### src/rtl/pe_mac_pkg.sv
// Shared types and defaults for the PE MAC sequencer.
// State encoding, default widths and the length-counter width helper.
package pe_mac_pkg;

  typedef enum logic [1:0] {
    IDLE = 2'd0,
    MAC  = 2'd1,
    PSUM = 2'd2,
    OUT  = 2'd3
  } state_t;

  localparam int INPUT_WIDTH_A_DEF = 8;
  localparam int INPUT_WIDTH_B_DEF = 8;
  localparam int MAX_LEN_DEF       = 12;

  // Counter width able to hold every value from 0 to max_len inclusive.
  function automatic int len_width(input int max_len);
    return $clog2(max_len + 1);
  endfunction

endpackage

### src/rtl/pe_mac_sequencer.sv
// Operand-side control of one Eyeriss PE MultAdd: cfg_len MACs, optional psum add, valid/ready result.
// Define PE_PSUM_IN_EN to include the incoming-psum (PSUM) stage; otherwise MAC completes straight to OUT.
module pe_mac_sequencer
  import pe_mac_pkg::*;
#(
  parameter int INPUT_WIDTH_A = INPUT_WIDTH_A_DEF,
  parameter int INPUT_WIDTH_B = INPUT_WIDTH_B_DEF,
  parameter int OUTPUT_WIDTH  = INPUT_WIDTH_A + INPUT_WIDTH_B,
  parameter int MAX_LEN       = MAX_LEN_DEF,
  localparam int LW           = len_width(MAX_LEN)
) (
  input  logic                    clk,
  input  logic                    rst,
  input  logic                    start,
  input  logic [LW-1:0]           cfg_len,
  output logic                    busy,
  input  logic                    op_valid,
  output logic                    op_ready,
  input  logic [INPUT_WIDTH_A-1:0] op_a,
  input  logic [INPUT_WIDTH_B-1:0] op_b,
  input  logic                    psum_in_valid,
  output logic                    psum_in_ready,
  input  logic [OUTPUT_WIDTH-1:0] psum_in,
  output logic                    psum_out_valid,
  input  logic                    psum_out_ready,
  output logic [OUTPUT_WIDTH-1:0] psum_out,
  output logic                    mac_en,
  output logic                    mac_clear,
  output logic                    mac_sel_b,
  output logic [INPUT_WIDTH_A-1:0] mac_a,
  output logic [INPUT_WIDTH_B-1:0] mac_b,
  output logic [OUTPUT_WIDTH-1:0] mac_add_a,
  output logic [OUTPUT_WIDTH-1:0] mac_add_b,
  input  logic [OUTPUT_WIDTH-1:0] mac_data_out
);

`ifdef PE_PSUM_IN_EN
  localparam state_t AFTER_MAC = PSUM;
`else
  localparam state_t AFTER_MAC = OUT;
  logic unused_psum_in;
  assign unused_psum_in = ^{psum_in_valid, psum_in};
`endif

  state_t        state_reg, state_next;
  logic [LW-1:0] len_reg, len_next;
  logic [LW-1:0] cnt_reg, cnt_next;

  assign psum_out = mac_data_out;

  always_ff @(posedge clk or posedge rst) begin
    if (rst) begin
      state_reg <= IDLE;
      len_reg   <= '0;
      cnt_reg   <= '0;
    end else begin
      state_reg <= state_next;
      len_reg   <= len_next;
      cnt_reg   <= cnt_next;
    end
  end

  // Non-accumulating cycles select the adder path with a zero addend so data_out holds.
  always_comb begin
    state_next     = state_reg;
    len_next       = len_reg;
    cnt_next       = cnt_reg;
    busy           = (state_reg != IDLE);
    op_ready       = 1'b0;
    psum_in_ready  = 1'b0;
    psum_out_valid = 1'b0;
    mac_en         = 1'b0;
    mac_clear      = 1'b0;
    mac_sel_b      = 1'b1;
    mac_a          = '0;
    mac_b          = '0;
    mac_add_a      = mac_data_out;
    mac_add_b      = '0;
    case (state_reg)
      IDLE: begin
        mac_clear = 1'b1;
        if (start) begin
          len_next   = (cfg_len > LW'(MAX_LEN)) ? LW'(MAX_LEN) : cfg_len;
          cnt_next   = '0;
          state_next = (cfg_len == '0) ? AFTER_MAC : MAC;
        end
      end
      MAC: begin
        op_ready = 1'b1;
        if (op_valid) begin
          mac_en    = 1'b1;
          mac_sel_b = 1'b0;
          mac_a     = op_a;
          mac_b     = op_b;
          cnt_next  = cnt_reg + 1'b1;
          if (cnt_next == len_reg) begin
            state_next = AFTER_MAC;
          end
        end
      end
`ifdef PE_PSUM_IN_EN
      PSUM: begin
        psum_in_ready = 1'b1;
        if (psum_in_valid) begin
          mac_add_b  = psum_in;
          state_next = OUT;
        end
      end
`endif
      OUT: begin
        psum_out_valid = 1'b1;
        if (psum_out_ready) begin
          state_next = IDLE;
        end
      end
      default: state_next = IDLE;
    endcase
  end

endmodule
### config.mk
export PLATFORM = sky130hd
export DESIGN_NAME = pe_mac_sequencer
export DESIGN_NICKNAME = d
export VERILOG_FILES = /design/src/rtl/pe_mac_pkg.sv /design/src/rtl/pe_mac_sequencer.sv
export SDC_FILE = /design/constraint.sdc
export NUM_CORES = 1
export LEC_CHECK = 0
export ABC_AREA = 1
export ABC_CLOCK_PERIOD_IN_PS = 1200
export CORE_ASPECT_RATIO = 1.5
export CORE_MARGIN = 3
export CORE_UTILIZATION = 25
export DETAILED_ROUTE_END_ITERATION = 10
export DONT_BUFFER_PORTS = 1
export GPL_TIMING_DRIVEN = 0
export PLACE_DENSITY_LB_ADDON = 0.3
export SYNTH_ARGS = -nofsm -noshare
export SYNTH_HDL_FRONTEND = slang
export SYNTH_SLANG_ARGS = --single-unit
### constraint.sdc
create_clock -name clk -period 1.2 [get_ports clk]
set_input_delay 0.24 -clock clk [delete_from_list [all_inputs] [get_ports clk]]
set_output_delay 0.24 -clock clk [all_outputs]
set_load 0.03 [all_outputs]
==> flow_metrics.tcl <==
set metrics [dict create \
    status "finished, violations left" \
    violations "setup timing" \
    fp.dieW_um 61.6 \
    synth.avg_cell_area_um2 7.12 \
    met1_usage_pct 5.90 \
    netlist_top_cells_area "buf_4, dfrtp_1, nor2_4, inv_1, nand2_1" \
    power_density_nw_per_um2 2020 \
    syn_inst 163 \
    place_congestion 0.678 \
    worstPathRequired_ps 960 \
    fillCellCount 452 \
    yosysMostFrequentCell "buf_4" \
    synth-main-ff-cell "dfrtp_1" \
    cts_buffer_depth 2 \
    yosys.area.top_type "buf_4" \
    r2r_start "state_reg[1]" \
    busiest_layer "met2" \
    syn_to_final_growth_pct 40.0 \
    overflow 0 \
    max_freq_mhz 559 \
    cpPeakStageDelay_ps 420 \
    synth_common_cells "buf_4, inv_1, nand2_1" \
    via_per_inst 4.07 \
    htree_num_levels 1 \
    place_inst 225 \
    cp_max_fo 6 \
    rows 29 \
    utilization_pct 37.3 \
    p_switching_mw 1.64 \
    hp-start "op_valid" \
    io_buffers 0 \
    p_comb_share_pct 70.4 \
    grtUsageTotal_pct 8.12 \
    final_cells 243 \
    met2_usage_pct 17.8 \
    p_seq_share_pct 19.1 \
    ys_types 22 \
    grt_setup_unrepaired "yes" \
    hold_viol_final 0 \
    path_class "flip-flop to output port" \
    clockRootBuffer "clkbuf_8" \
    crit_start "state_reg[1]" \
    met3_usage_pct 1.45 \
    dp_hpwl_um 2100 \
    drv_cap 0 \
    leakage_nw 0.887 \
    switching_share_pct 50.2 \
    power_frac_clock_pct 10.5 \
    fin_nets 258 \
    drive_gt1_share_pct 51.3 \
    critPathBufInv 2 \
    yosysWarnings 0 \
    cts_buffers 3 \
    antenna_found_initial 0 \
    via_count 988 \
    setup_viol 31 \
    finalCritPeriodShare_pct 149 \
    cp_cell_sequence "nor2_4, nand2_2, buf_12, buf_16, nor2_4" \
    timing.final.crit_period_ps 1790 \
    drc 0 \
    dr.pass1.iters 4 \
    r2r_slack_ps -310 \
    drtIter0Drc 18 \
    grt_pass1_wl_um 3400 \
    intPower_mw 1.63 \
    start_util_pct 26.6 \
    die_y_um 89.4 \
    grt_pass1_vias 865 \
    core-area_um2 4350 \
    crit_path_start_kind "flip-flop" \
    fin_hold_ws_ps 133 \
    hold_class "input pin to flip-flop" \
    crit_family "simple AND/OR/NAND/NOR gates" \
    wl_per_cell_um 10.7 \
    crit_path_top_delay_cell "dfrtp_2" \
    antenna_left 0 \
    cp-end-kind "output port" \
    synth_top_area_share_pct 31.7 \
    dieArea_um2 5510 \
    worstSkewPairLatency_ps 230 \
    cts.clk_slew.worst_paths_ps 50 \
    worstPathArrival_ps 1550 \
    cts_tree "done" \
    skew_ps 0.339 \
    synth_seq_area_share_pct 21.6 \
    grt_max_degree 11 \
    maxSlewViolCount 0 \
    ios 129 \
    cts.sinks 10 \
    synth-edff-count 0 \
    layout_setup_ws_ps -589 \
    diodes 0 \
    syn_area_um2 1160 \
    irDropWorstVdd_mv 1.27 \
    synth-seq-cells 10 \
    crit_top_cell "nor2_4" \
    post-place-ws_ps -418 \
    drt_wl_total_um 2610 \
    async_reset_ff_share_pct 100 \
]
==> layer usage <==
layer	part of all wire (%)	wire length [um]
met5	0	0
met4	2.2	58
met3	12	324
met2	57	1500
met1	28	729
==> timing repair <==
item | CTS | global route
setup endpoints to repair | 31 | 31
hold buffers | 1 | 0
cloned | 1 | 0
resized for setup | 35 | 10
setup buffers | 9 | 4
pin swaps | 7 | 8
hold endpoints to repair | 10 | 0
==> area by class of cell <==
| class | instances | area (um^2) | share of cell area (%) |
|---|---|---|---|
| Buffer | 51 | 415 | 25.6 |
| Clock buffer | 3 | 41.3 | 2.54 |
| Inverter | 31 | 136 | 8.40 |
| Multi-Input combinational cell | 87 | 553 | 34.1 |
| Sequential cell | 10 | 254 | 15.6 |
| Tap cell | 46 | 57.6 | 3.54 |
| Timing Repair Buffer | 15 | 166 | 10.2 |
==> path summary, 6_finish.rpt <==
path | end | depth (start not counted)
min in group asynchronous | len_reg[0] | 2
max | mac_b[0] | 5
max reg2reg | cnt_reg[3] | 7
min | state_reg[0] | 1
max in group asynchronous | cnt_reg[1] | 2
min reg2reg | len_reg[0] | 2
==> power groups by stage <==
stage	clock (mW)	combinational [mW]	sequential (mW)
6_report	0.344	2.31	0.625
5_1_grt	0.379	2.48	0.644
3_3_place_gp	0	1.63	0.632
4_1_cts	0.350	2.15	0.627
2_1_floorplan	0	1.48	0.593
3_5_place_dp	0	1.64	0.634
==> worst register-to-register path: stages, from the launching register on <==
cell,delay [ps]
dfrtp_2,420
nor2_4,270
nand2_2,120
buf_12,160
buf_4,130
buf_8,120
buf_4,130
o22ai_2,90
==> layout by cell type (no fill, tap or decap) <==
| cell type | Yosys | layout |
|---|---|---|
| buf_12 | 0 | 2 |
| buf_16 | 0 | 2 |
| buf_4 | 49 | 57 |
| buf_6 | 1 | 3 |
| buf_8 | 1 | 1 |
| clkbuf_8 | 0 | 3 |
| clkinv_8 | 0 | 1 |
| conb_1 | 1 | 17 |
| dfrtp_1 | 10 | 7 |
| dfrtp_2 | 0 | 3 |
| dlygate4sd3_1 | 0 | 1 |
| ha_4 | 0 | 1 |
| inv_1 | 29 | 26 |
| inv_2 | 2 | 2 |
| inv_4 | 0 | 1 |
| inv_6 | 0 | 1 |
| nand2_1 | 27 | 26 |
| nand2_2 | 3 | 1 |
| nand2_4 | 0 | 3 |
| nand3_1 | 6 | 6 |
| nand3b_1 | 1 | 1 |
| nand4_1 | 1 | 1 |
| nor2_1 | 8 | 1 |
| nor2_4 | 10 | 18 |
| nor3_1 | 1 | 1 |
| o21ai_1 | 0 | 7 |
| o22ai_2 | 0 | 1 |
| o311ai_1 | 0 | 1 |
| or2_2 | 1 | 1 |
| xnor2_1 | 1 | 1 |
==> cell families (layout without fill, tap and decap cells) <==
logic type               Yosys count  count (layout)  synth area share (%)
XOR/XNOR                           1               1                 0.755
AO/OA/AOI/OAI                      9               9                  4.32
other                              1              17                 0.323
AND/OR/NAND/NOR                   59              59                  27.9
adder cells (fa/ha/maj)            1               1                  1.08
buffers and inverters             82             100                  44.0
flip-flops                        10              10                  21.6
==> metrics by stage <==
stage	TNS, ps	total power [mW]	cell area (um^2)
finish	-12880	3.28	1620
global route	-14640	3.50	1620
CTS	-11730	3.13	1560
detailed placement	-8390	2.27	1300
global placement	-8800	2.26	1300
floorplan	-5400	2.07	1240
Power figures use the tool's default switching activity.
